===== src/rtl/rf_writeback_arbiter.sv =====
// Register-file write-port arbiter: ALU results queue in a small FIFO, load results
// take the port directly unless the FIFO is full; also tracks per-register busy bits.
module rf_writeback_arbiter #(
    parameter int XLEN       = 64,
    parameter int REGW       = 5,
    parameter int FIFO_DEPTH = 4
) (
    input  logic                          clk,
    input  logic                          reset,
    input  logic                          alu_valid,
    output logic                          alu_ready,
    input  logic [REGW-1:0]               alu_rd,
    input  logic [XLEN-1:0]               alu_data,
    input  logic                          mem_valid,
    output logic                          mem_ready,
    input  logic [REGW-1:0]               mem_rd,
    input  logic [XLEN-1:0]               mem_data,
    input  logic                          issue_valid,
    input  logic [REGW-1:0]               issue_rd,
    input  logic [REGW-1:0]               rs1,
    input  logic [REGW-1:0]               rs2,
    output logic                          rs1_busy,
    output logic                          rs2_busy,
    output logic                          rf_we,
    output logic [REGW-1:0]               rf_rd,
    output logic [XLEN-1:0]               rf_wdata,
    output logic [$clog2(FIFO_DEPTH):0]   fifo_count
);

    localparam int            AW       = $clog2(FIFO_DEPTH);
    localparam int            NREG     = 1 << REGW;
    localparam logic [AW:0]   FULL_CNT = (AW+1)'(FIFO_DEPTH);

    logic [REGW-1:0] fifo_rd   [FIFO_DEPTH];
    logic [XLEN-1:0] fifo_data [FIFO_DEPTH];
    logic [AW-1:0]   wr_ptr;
    logic [AW-1:0]   rd_ptr;
    logic [AW:0]     count;
    logic [NREG-1:0] busy;

    logic            full;
    logic            empty;
    logic            push;
    logic            pop;
    logic            sel_mem;
    logic            sel_valid;
    logic [REGW-1:0] sel_rd;
    logic [XLEN-1:0] sel_data;

    assign full       = (count == FULL_CNT);
    assign empty      = (count == '0);
    assign alu_ready  = reset & ~full;
    assign mem_ready  = reset & ~full;
    assign push       = alu_valid & alu_ready;

    // A full FIFO outranks loads so ALU results can never deadlock behind them.
    assign sel_mem    = ~full & mem_valid;
    assign pop        = ~sel_mem & ~empty;
    assign sel_valid  = sel_mem | pop;
    assign sel_rd     = sel_mem ? mem_rd   : fifo_rd[rd_ptr];
    assign sel_data   = sel_mem ? mem_data : fifo_data[rd_ptr];

    assign fifo_count = count;
    assign rs1_busy   = busy[rs1] & (rs1 != '0);
    assign rs2_busy   = busy[rs2] & (rs2 != '0);

    always_ff @(posedge clk) begin
        if (push) begin
            fifo_rd[wr_ptr]   <= alu_rd;
            fifo_data[wr_ptr] <= alu_data;
        end
    end

    always_ff @(posedge clk or negedge reset) begin
        if (!reset) begin
            wr_ptr <= '0;
            rd_ptr <= '0;
            count  <= '0;
        end else begin
            if (push) wr_ptr <= wr_ptr + AW'(1);
            if (pop)  rd_ptr <= rd_ptr + AW'(1);
            count <= count + {{AW{1'b0}}, push} - {{AW{1'b0}}, pop};
        end
    end

    always_ff @(posedge clk or negedge reset) begin
        if (!reset) begin
            rf_we    <= 1'b0;
            rf_rd    <= '0;
            rf_wdata <= '0;
        end else if (sel_valid) begin
            rf_we    <= (sel_rd != '0);
            rf_rd    <= sel_rd;
            rf_wdata <= sel_data;
        end else begin
            rf_we    <= 1'b0;
        end
    end

    // The later assignment lets a same-edge reissue override the commit clear.
    always_ff @(posedge clk or negedge reset) begin
        if (!reset) begin
            busy <= '0;
        end else begin
            if (rf_we) busy[rf_rd] <= 1'b0;
            if (issue_valid && (issue_rd != '0)) busy[issue_rd] <= 1'b1;
        end
    end

endmodule


===== config.mk =====
export PLATFORM = sky130hd
export DESIGN_NAME = rf_writeback_arbiter
export DESIGN_NICKNAME = d
export VERILOG_FILES = /design/src/rtl/rf_writeback_arbiter.sv
export SDC_FILE = /design/constraint.sdc
export NUM_CORES = 1
export LEC_CHECK = 0
export BUFFER_PORTS_ARGS = -buffer_cell sky130_fd_sc_hd__buf_4
export CORE_MARGIN = 2
export CORE_UTILIZATION = 35
export CTS_CLUSTER_SIZE = 28
export DETAILED_ROUTE_END_ITERATION = 7
export GPL_ROUTABILITY_DRIVEN = 0
export SLEW_MARGIN = 0
export SYNTH_ARGS = -nofsm -noshare
export SYNTH_HDL_FRONTEND = slang
export SYNTH_SLANG_ARGS = --single-unit

===== constraint.sdc =====
create_clock -name clk -period 8.4 [get_ports clk]
set_input_delay 1.68 -clock clk [delete_from_list [all_inputs] [get_ports clk]]
set_output_delay 1.68 -clock clk [all_outputs]
set_load 0.02 [all_outputs]

Word-level counts from Yosys, hierarchy flattened
Memories as Yosys holds them, arrays and structs flattened.
Cells that the tools add are included.
- flip-flop bits (word level): 109
- bits in writable memories: 276
- bits of input ports: 158
- memories: 2
- memories (name ; words ; bits a word ; rd ports ; clocked after memory_dff ; write ports ; line ; source):
    fifo_data ; 4 ; 64 ; 1 ; 0 ; 1 ; 35 ; logic [XLEN-1:0] fifo_data [FIFO_DEPTH];
    fifo_rd ; 4 ; 5 ; 1 ; 0 ; 1 ; 34 ; logic [REGW-1:0] fifo_rd [FIFO_DEPTH];
- add/sub/neg operators: 4
- magnitude comparators: 6
- equal/unequal tests: 1
- multiplexer cells: 15
- bitwise logic cells: 13
- reduce and logical (&&, ||, !) cells: 8
- operator list (operator ; count):
    $mux 32 ; 2
    $mux 64 ; 1
    $and 32x32->32 ; 1
    $not 32->32 ; 1
    $or 32x32->32 ; 1
    $lt 5x6->1 const B ; 4
    $reduce_bool 5->1 ; 4
    $bmux 1 s5 ; 2
    $demux 1 s5 ; 2
    $ge 5x1->1 const B ; 2
    $mux 1 ; 7
    $and 1x1->1 ; 6
    $mux 5 ; 1
    $add 2x1->2 const B ; 2
    $add 3x1->3 ; 1
    $eq 3x3->1 const B ; 1
    $logic_and 1x1->1 ; 3
    $logic_not 3->1 ; 1
    $not 1->1 ; 3
    $sub 3x1->3 ; 1
    $or 1x1->1 ; 1

Depth between registers and ports, before layout
- word-level depth: 9
- mapped depth: 10
- gate-level depth less buffers: 9

Worst setup path before layout
OpenSTA, ideal clock, no wires.
- path type: input to output
- start: input port rs1[0]
- end: output port rs1_busy
- arrival time: 3.178 ns
- data required time: 6.720 ns
- slack: 3.542 ns
- stages: 4
- buffers on the path: 1
- cell sequence: buf_2 -> mux4_2 -> mux4_2 -> mux2_2
- cells in the longest elaborated chain, start to end: 3
- elaborated cells on any way between the ends: 4
- RTL lines (what ; line ; source):
    start: declaration ; 20 ; input logic [REGW-1:0] rs1,
    $bmux 1 s5 ; 64 ; assign rs1_busy = busy[rs1] & (rs1 != '0);
    $mux 1 (not written as such) ; 64 ;
    $and 1x1->1 (*) ; 64 ;
    end: declaration ; 22 ; output logic rs1_busy,
Mark *: on every way between the ends. The rest lies on a longest branch, timed or not. The select of a mux whose other input is x is not followed.

Final worst setup path
Same ends and word-level chain as after synthesis.

==> flow_summary.yaml <==
yosys:
  yosysWarnings: 0
  yosysTopAreaCell: "edfxtp_1"
  syn_inst: 798
  syn_area_mm2: 0.0150
  synth.top_cell.area_share_pct: 55.4
  synth_nets: 963
  syn_avg_cell_area_um2: 18.8
  synth-seq-cells: 384
  synth.distinct_cells: 34
  seq_area_frac_synth_pct: 73.4
  ys_top_cells_by_area: "edfxtp_1, dfrtp_1, mux4_2, a222oi_1, o21ai_0"
power:
  internal-power_w: 0.00438
  peakVddDrop_mv: 0.181
  p_comb_share_pct: 30.2
  p_switching_w: 0.00204
  p_clk_share_pct: 26.8
  switching_share_pct: 31.8
  powerDensity_mw_per_mm2: 346
  leakage_nw: 7.01
  seq_power_share_pct: 43.1
cells_and_area:
  area_growth_pct: 24.2
  nets: 1203
  drive_above_1_share_pct: 38.1
  fillers: 3719
  fin_util_pct: 44.2
  final_cells: 1611
global_routing:
  grt_max_degree: 70
  grt_pass1_vias: 8709
  track_usage_pct: 15.7
  grt_pass1_wl_mm: 52.2
  antenna_found_initial: 5
  grt_overflow: 0
routing:
  detail-route-antenna-nets: 0
  drt_iter0_drc: 917
  num_vias: 8410
  wl_per_cell_um: 21.5
  wirelength_mm: 34.7
  avgViaCountPerCell: 5.22
  drc: 0
  dr.pass1.iters: 6
cts:
  post_cts_buffers: 0
  cts_resized: 0
  h-tree-depth: 2
  cts_hold_buf: 0
  cts_root_buffer: "clkbuf_16"
  clk_pin_slew_worst_paths_ns: 0.06
  clkSinkCount: 384
  clk_path_buf_depth: 3
  clock_latency_ns: 0.55
  cts_made_buffers: 41
  cts_tree: "done"
timing:
  min_period_over_period_pct: 59.2
  rsz0062_at_grt: "false"
  tightestPinTransition_ns: 1.15
  final-hold-violation-count: 0
  min_period_ns: 4.97
  setup-violations-final: 0
  finalSetupTns_ns: 0
  fmax_ghz: 0.201
  finalWorstSetupSlack_ns: 3.43
  relSlewSlack_pct: 23.2
  skew_ns: 0.0131
  slew_violations: 0
die:
  die_w_um: 211
  core_mm2: 0.0420
  rows: 75
  io_pins: 235
  start_util_pct: 35.6
  die_y_um: 211
  die_area_mm2: 0.0444
critical_path:
  cp-start-kind: "input port"
  crit_arrival_ns: 3.29
  cp-end-kind: "output pin"
  critical_path_class: "in2out"
  critPathRequiredTime_ns: 6.72
  cp_max_fo: 9
placed_design:
  hpwlAfterDp_mm: 21.6
  place_inst: 1534
  pre_cts_ws_ns: 3.42
  io_buffers: 234
min_path:
  min_path_type: "reg2reg"
run_status:
  status: "finished clean"
flow_run:
  max_cap_violations: 0
cell families (layout without fill, tap and decap cells):
family                   Yosys count  after routing  share of synthesized area, %
multiplexers                      94             94                          13.6
buffers and inverters            118            391                          3.18
XOR/XNOR                           5              5                         0.293
adder cells (fa/ha/maj)            7              7                         0.635
flip-flops                       384            384                          73.4
other                              0              1                             0
AO/OA/AOI/OAI                    140            140                          6.93
AND/OR/NAND/NOR                   50             50                          1.97
placed cells by master (no fill, tap or decap), types with 5 or more instances in the layout:
master,n
edfxtp_1,276
dfrtp_1,106
o21ai_0,64
clkinv_2,6
mux4_2,87
ha_1,6
or3b_2,5
nand3b_1,10
clkbuf_1,11
nand2_1,6
clkbuf_16,43
inv_1,70
mux2i_1,5
a222oi_1,64
a21oi_1,7
clkinv_1,5
nor2_1,10
buf_4,245
layer usage:
metal	global-route usage (%)	wire (um)	share of wire [%]	vias to the layer above
li1	-	-	-	3726
met1	21.3	15000	43	4332
met2	24.6	16300	47	291
met3	4.22	2620	7.5	55
met4	5.08	701	2.0	6
met5	0	40	0.12	-
path summary, 6_finish.rpt:
check	start	endpoint	slack [ns]	cells after the start
worst max-delay path	rs1[0]	rs1_busy	3.43	5
worst min-delay path	rf_wdata[34]	rf_wdata[34]	0.51	2
worst max register to register	rd_ptr[0]	rf_we	5.22	5
worst min register to register	rf_wdata[34]	rf_wdata[34]	0.51	2
max in group asynchronous	reset	rd_ptr[0]	5.79	2
min in group asynchronous	reset	busy[24]	1.15	1
worst max-delay path, stage by stage:
cell	delay (ns)
buf_4	0.17
mux4_2	0.51
mux4_2	0.49
mux2_2	0.28
buf_4	0.15
synth_stat cells:
cell type	count
mux4_2	87
clkbuf_1	23
a21oi_1	7
fa_1	1
or3b_1	1
dfrtp_1	108
nand3b_1	10
or3b_2	5
or3_1	2
and3_1	3
or4_1	1
mux2_2	2
and2_1	6
nor4_1	1
nor2_1	10
a41oi_1	1
xor2_1	1
mux2i_1	5
buf_1	4
o31a_1	1
a222oi_1	64
a2111oi_0	1
ha_1	6
buf_2	18
edfxtp_1	276
inv_1	70
o21ai_0	64
buf_4	3
nor3_1	1
xnor2_1	4
nand3_1	4
a211oi_1	1
a21boi_0	1
nand2_1	6
area by class of cell:
type                            count  area (um2)  area share [%]
Clock inverter                     18         126           0.679
Inverter                           70         263            1.41
Sequential cell                   384       11000            59.1
Clock buffer                       58        1170            6.30
Multi-Input combinational cell    296        3520            18.9
Timing Repair Buffer              245        1840            9.89
Tap cell                          539         674            3.63
Antenna cell                        1        2.50          0.0135
stage by stage:
| step | hold slack, ns | power, W | instance area (um2) |
|---|---|---|---|
| after floorplan | 0.482 | 0.00400 | 15000 |
| after global placement | 0.492 | 0.00475 | 17300 |
| after detailed placement | 0.495 | 0.00479 | 17300 |
| after CTS | 0.509 | 0.00652 | 18600 |
| after global routing | 0.538 | 0.00677 | 18600 |
| final | 0.507 | 0.00643 | 18600 |
state kept, by name, summed over array words and instances (netlist names), 2 cells and up:
name and cells:
busy 31, fifo_rd 20, fifo_data 256, rd_ptr 2
wr_ptr 2, fifo_count 3, rf_rd 5, rf_wdata 64
power by group through the flow:
stage	Combinational, W	Sequential [W]	Clock, W
3_3_place_gp	0.00195	0.00280	0
2_1_floorplan	0.00112	0.00287	0
3_5_place_dp	0.00198	0.00281	0
5_1_grt	0.00211	0.00282	0.00183
4_1_cts	0.00198	0.00277	0.00177
6_report	0.00194	0.00277	0.00172
Power figures use the tool's default switching activity.
